File: config.mk
export PLATFORM = sky130hd
export DESIGN_NAME = status_register_unit
export DESIGN_NICKNAME = d
export VERILOG_FILES = /design/src/rtl/status_register_unit.sv
export SDC_FILE = /design/constraint.sdc
export NUM_CORES = 1
export LEC_CHECK = 0
export CORE_AREA = 4 4 41 43
export CTS_CLUSTER_SIZE = 30
export DETAILED_ROUTE_END_ITERATION = 10
export DIE_AREA = 0 0 45 47
export GPL_TIMING_DRIVEN = 0
export HOLD_SLACK_MARGIN = 0.02
export SETUP_SLACK_MARGIN = 0.02
export SLEW_MARGIN = 40
export SYNTH_ARGS = -nofsm -noshare
export SYNTH_HDL_FRONTEND = slang
export SYNTH_SLANG_ARGS = --single-unit
File: constraint.sdc
create_clock -name clk -period 1.9 [get_ports clk]
set_input_delay 0.38 -clock clk [delete_from_list [all_inputs] [get_ports clk]]
set_output_delay 0.38 -clock clk [all_outputs]
set_load 0.01 [all_outputs]
File: src/rtl/status_register_unit.sv
// NZCV status register with same-cycle EXE bypass and an ID->EXE flag-setter
// tracker that stalls conditional instructions until their flags are produced.
module status_register_unit #(
  parameter int DEPTH = 2,
  parameter int CNT_W = 4
) (
  input  logic             clk,
  input  logic             rst,
  input  logic             freeze,
  input  logic             flush,
  input  logic             exe_valid,
  input  logic             exe_s,
  input  logic [3:0]       alu_status,
  input  logic             id_valid,
  input  logic             id_s,
  input  logic [3:0]       id_cond,
  output logic [3:0]       status_bits,
  output logic [3:0]       sreg_q,
  output logic             flag_hazard,
  output logic [CNT_W-1:0] pending_count
);

  logic             wr_en;
  logic             dep;
  logic             issue;
  logic [DEPTH-1:0] track;
  logic [CNT_W-1:0] cnt;

  // flush never gates the write: the EXE instruction is older than the branch
  assign wr_en       = exe_valid & exe_s & ~freeze;
  assign status_bits = wr_en ? alu_status : sreg_q;
  assign dep         = id_valid & (id_cond != 4'b1110) & (id_cond != 4'b1111);
  assign issue       = id_valid & id_s & ~flag_hazard;

  always_ff @(posedge clk or negedge rst) begin
    if (!rst)       sreg_q <= '0;
    else if (wr_en) sreg_q <= alu_status;
  end

  generate
    if (DEPTH == 1) begin : g_d1
      // the only slot is EXE, which the bypass already covers
      assign flag_hazard = 1'b0;
      always_ff @(posedge clk or negedge rst) begin
        if (!rst)         track    <= '0;
        else if (!freeze) track[0] <= flush ? 1'b0 : issue;
      end
    end else begin : g_dn
      assign flag_hazard = dep & (|track[DEPTH-2:0]);
      always_ff @(posedge clk or negedge rst) begin
        if (!rst) track <= '0;
        else if (!freeze) begin
          if (flush) track <= '0;
          else       track <= {track[DEPTH-2:0], issue};
        end
      end
    end
  endgenerate

  always_comb begin
    cnt = '0;
    for (int i = 0; i < DEPTH; i++)
      cnt = cnt + {{(CNT_W-1){1'b0}}, track[i]};
  end
  assign pending_count = cnt;

endmodule
==> results of run 1 <==
[per-layer routing]
| layer | wire, um | GRT usage [%] |
|---|---|---|
| met2 | 304 | 12.4 |
| met1 | 340 | 9.98 |
| met5 | 0 | 0 |
| met4 | 0 | 5.26 |
| met3 | 150 | 4.98 |
[worst paths after layout]
| kind | start | end | slack [ns] | cells past startpoint |
|---|---|---|---|---|
| max | id_valid | flag_hazard | 0.15 | 4 |
| min | rst | track[1] | 0.39 | 1 |
| max reg2reg | track[0] | track[0] | 0.94 | 3 |
| min reg2reg | track[1] | track[1] | 0.50 | 2 |
| max in group asynchronous | rst | track[0] | 1.30 | 1 |
| min in group clk | freeze | track[0] | 0.41 | 2 |
[cell type report]
class                      count  area [um2]
fill                         143         714
multi-input combinational     16         141
timing repair buffer          25         239
tap                           15        18.8
buffer                         2        15.0
sequential                     6         150
clock buffer                   3        22.5
[state kept, by name (all words and copies together) (netlist names)]
name,count
sreg_q,4
track,2
[logic make-up after synthesis]
| kind of cell | count (synthesis) | synth area share, % |
|---|---|---|
| flops | 6 | 49.6 |
| buf+inv | 2 | 4.96 |
| other cells | 1 | 1.24 |
| compound gates | 3 | 6.61 |
| fa+ha+maj | 1 | 4.13 |
| simple gates | 6 | 13.6 |
| mux | 4 | 19.8 |
[synth_stat cells]
cell type | number | area (um2)
a31oi_1 | 1 | 6.26
ha_1 | 1 | 12.5
mux2_4 | 4 | 60.1
nand3b_4 | 1 | 20.0
o41ai_1 | 1 | 8.76
dfrtp_1 | 6 | 150
nand2_1 | 4 | 15.0
conb_1 | 1 | 3.75
buf_4 | 2 | 15.0
nand2b_1 | 1 | 6.26
o21ai_0 | 1 | 5.00
[report_power, final]
| group | total [uW] | internal (uW) | switching (uW) |
|---|---|---|---|
| combinational | 151 | 96.8 | 53.8 |
| clock | 112 | 71.1 | 40.7 |
| sequential | 157 | 147 | 10.5 |
[timing repair]
item | CTS | global route
cloned | 0 | 0
endpoints found under the setup margin | 5 | 5
pin swaps | 1 | 0
resized for setup | 9 | 2
[per-stage QoR]
step | hold WS (ns) | area [um2]
floorplan | 0.0844 | 307
global placement | 0.486 | 576
detailed placement | 0.481 | 576
CTS | 0.388 | 589
global route | 0.414 | 587
finish | 0.386 | 587
==> flow_metrics.tcl, run 1 <==
set metrics [dict create \
    final_cell_mix "clkdlybuf4s50_1 (16), dlygate4sd2_1 (7), dfrtp_1 (6)" \
    area_growth_syn_to_layout_pct 93.8 \
    fmax_ghz 0.572 \
    cpPeakStageDelay_ns 0.47 \
    layout.nets 71 \
    cp.required_ns 1.52 \
    io_pins 29 \
    worstPathCellList "clkdlybuf4s50_1, nand2_1, a31oi_1, dlygate4sd2_1" \
    drtIter0Drc 6 \
    vias_per_cell 4.21 \
    ant_nets 0 \
    critical_path_class "in -> out" \
    final_cells 67 \
    cts.sink_count 6 \
    htreeDepth 1 \
    syn_area_per_cell_um2 13.2 \
    worst_slack_ns 0.153 \
    grt_pass1_vias 281 \
    worst-path-buf-inv 2 \
    synth_cells 23 \
    crit_arrival_ns 1.37 \
    ir_drop_mv 0.274 \
    cp_max_fo 2 \
    clockRootBuffer "clkbuf_4" \
    die-area_um2 2120 \
    placed_cells 64 \
    diodes 0 \
    gr-usage-all-layers_pct 8.67 \
    dp_slack_ns -0.449 \
    drive_above_1_share_pct 21.2 \
    hold_viol 0 \
    gp_congestion 0.615 \
    ys_warn_count 0 \
    routed_wl_um 795 \
    grt_max_degree 7 \
    finalCoreUtilization_pct 45.1 \
    post-route-min-period_ns 1.75 \
    initial_core_util_pct 23.3 \
    path_clk_slew_ns 0.04 \
    fin_crit_sh_pct 92.0 \
    die_y_um 47 \
    remaining_drc_errors 0 \
    final_common_cell "clkdlybuf4s50_1" \
    cts.path.max_buffers 2 \
    cpMaxStageDelayCell "clkdlybuf4s50_1" \
    hold_buffers 0 \
    slew_viol_final 0 \
    setup_tns_ns 0 \
    num_vias 282 \
    finClkSkew_ns 0.00234 \
    rsz0062_at_grt "false" \
    seq_area_frac_synth_pct 49.6 \
    fp-row-count 13 \
    yosys_register_bits 6 \
    finalSetupViolations 0 \
    coreArea_um2 1300 \
    cts_buffers 3 \
    fp.dieW_um 45 \
    worst_hold_path_type "in -> async" \
    io_buffers 25 \
    crit_family "buffers and inverters" \
    power.leakage_uw 0.000306 \
    power_density_nw_per_um2 715 \
    gr-total-overflow 0 \
    grt_pass1_wl_mm 1.25 \
    status "completed" \
    clk_latency_ns 0.24 \
    first_pass_iters 2 \
    drv_cap 0 \
    cp-start-kind "input port" \
    antenna_found_initial 0 \
    cts_tree "built" \
    netlist_area_um2 303 \
    cts_setup_buffers 0 \
    report.power.total_uw 419 \
    avgRoutedWirePerCell_um 11.9 \
    ys_types 11 \
    critPathCaptureType "primary output" \
]
Power figures use the tool's default switching activity.
==> run 2: changes to the inputs <==
Settings changed: CORE_AREA 4 4 41 43 to 2 2 39 41, DIE_AREA 0 0 45 47 to 0 0 41 43.
==> run 2 against run 1 <==
Net effect:
- largest cell class unchanged
- non-clock buffer count did not move
- clock power about the same
- total power is 0.65% lower
- die area decreased by 17%
- flip-flop and latch count did not move
==> flow_metrics.tcl, run 2 (same netlist as run 1, synthesis figures left out) <==
set metrics [dict create \
    switchingPower_uw 99.8 \
    coreArea_um2 1380 \
    gr-total-overflow 0 \
    slew_viol_final 0 \
    rr_startpoint "track[0]" \
    dp_slack_ns -0.418 \
    n_fill_cell 144 \
    drive_above_1_share_pct 23.1 \
    grt_pass1_wl_mm 1.04 \
    power_density_nw_per_um2 704 \
    largest_reg_flops 4 \
    report.power.total_uw 417 \
    crit_arrival_ns 1.39 \
    path_clk_slew_ns 0.04 \
    layout.nets 71 \
    io_buffers 25 \
    drv_cap 0 \
    ir_drop_mv 0.271 \
    rrSetupSlack_ns 0.94 \
    clk_latency_ns 0.23 \
    remaining_drc_errors 0 \
    finClkSkew_ns 0.0000373 \
    routed_wl_um 637 \
    critPathCaptureType "primary output" \
    internal-power_uw 317 \
    worst_slack_ns 0.131 \
    grt_pass1_vias 254 \
    fin_crit_sh_pct 93.1 \
    cts_buffers 3 \
    swShare_pct 24.0 \
    m1WireLength_um 261 \
    seq_power_share_pct 37.6 \
    grt_max_degree 7 \
    die-area_um2 1760 \
    initial_core_util_pct 21.9 \
    die_y_um 43 \
    gp_congestion 0.675 \
    largest_register "sreg_q" \
    reg_top3 "sreg_q: 4 flops, track: 2 flops" \
    cts_tree "built" \
    fp-row-count 14 \
    post-route-min-period_ns 1.77 \
    hold_viol 0 \
    first_pass_iters 2 \
    avgRoutedWirePerCell_um 9.37 \
    antenna_found_initial 0 \
    cp.required_ns 1.52 \
    met3_length_um 96 \
    power.leakage_uw 0.000304 \
    fp.dieW_um 41 \
    final_common_cell "clkdlybuf4s50_1" \
    highest_layer "met3" \
    rsz0062_at_grt "false" \
    finalSetupViolations 0 \
    status "completed" \
    fmax_ghz 0.565 \
    htreeDepth 1 \
    pwr-share-clk_pct 26.2 \
    cts.sink_count 6 \
    wl_met2_um 280 \
    critical_path_class "in -> out" \
    cp_max_fo 2 \
    cts_setup_buffers 0 \
    vias_per_cell 4.06 \
    reg2reg_depth 3 \
    ant_nets 0 \
    gr-usage-all-layers_pct 8.91 \
    final_cell_mix "clkdlybuf4s50_1 (16), dfrtp_1 (6), dlygate4sd2_1 (5)" \
    combPwrFrac_pct 36.3 \
    r2r_end "track[0]" \
    drtIter0Drc 2 \
    worst_hold_path_type "in -> async" \
    hold_buffers 0 \
    clockRootBuffer "clkbuf_4" \
    cp-start-kind "input port" \
    area_growth_syn_to_layout_pct 95.5 \
    io_pins 29 \
    num_vias 276 \
    diodes 0 \
    cts.path.max_buffers 2 \
]
[run 2: final cells by class]
cell class,count,area [um2],area share (%)
multi-input cells,16,141,23.9
plain buffers,2,15.0,2.54
well taps,16,20.0,3.38
clock buffers,3,22.5,3.81
flip-flops and latches,6,150,25.4
repair buffers,25,243,41.0
[run 2: how the worst max path moves through the flow]
| stage | startpoint | end | slack, ns | depth (start not counted) |
|---|---|---|---|---|
| after CTS | freeze | status_bits[2] | 0.03 | 4 |
| after global routing | id_valid | flag_hazard | 0.08 | 4 |
| after global placement | freeze | status_bits[0] | -0.41 | 4 |
| final | id_valid | flag_hazard | 0.13 | 4 |
| after detailed placement | freeze | status_bits[2] | -0.42 | 4 |
| after floorplan | freeze | status_bits[0] | 0.64 | 2 |
[run 2: per-stage QoR]
step / TNS (ns) / hold WS [ns] / std cells / cell area, um2 / utilization [%]
finish: 0 / 0.387 / 68 / 592 / 42.8
global route: 0 / 0.412 / 68 / 592 / 42.8
CTS: 0 / 0.392 / 68 / 592 / 42.8
detailed placement: -1.81 / 0.491 / 65 / 577 / 41.7
global placement: -1.77 / 0.493 / 65 / 577 / 41.7
floorplan: 0 / 0.0844 / 24 / 307 / -
[run 2: power groups by stage]
stage,clock (uW),combinational (uW),sequential (uW)
global route,124,165,158
detailed placement,0,166,159
global placement,0,165,158
finish,109,151,157
CTS,116,153,157
floorplan,0,52.5,166
[run 2: layer usage]
metal	track usage (%)	vias to the layer above
li1	-	137
met1	12.5	120
met2	10.6	19
met3	3.66	0
met4	6.00	0
met5	0	-
[run 2: critical path: stages]
cell and delay [ns]:
clkdlybuf4s50_1 0.48, nand2_1 0.05, a31oi_1 0.18, dlygate4sd2_1 0.30
[run 2: timing repair]
| item | in CTS | in global routing |
|---|---|---|
| gates resized for setup | 10 | 4 |
| pin swaps | 1 | 0 |
| setup endpoints to repair | 5 | 4 |
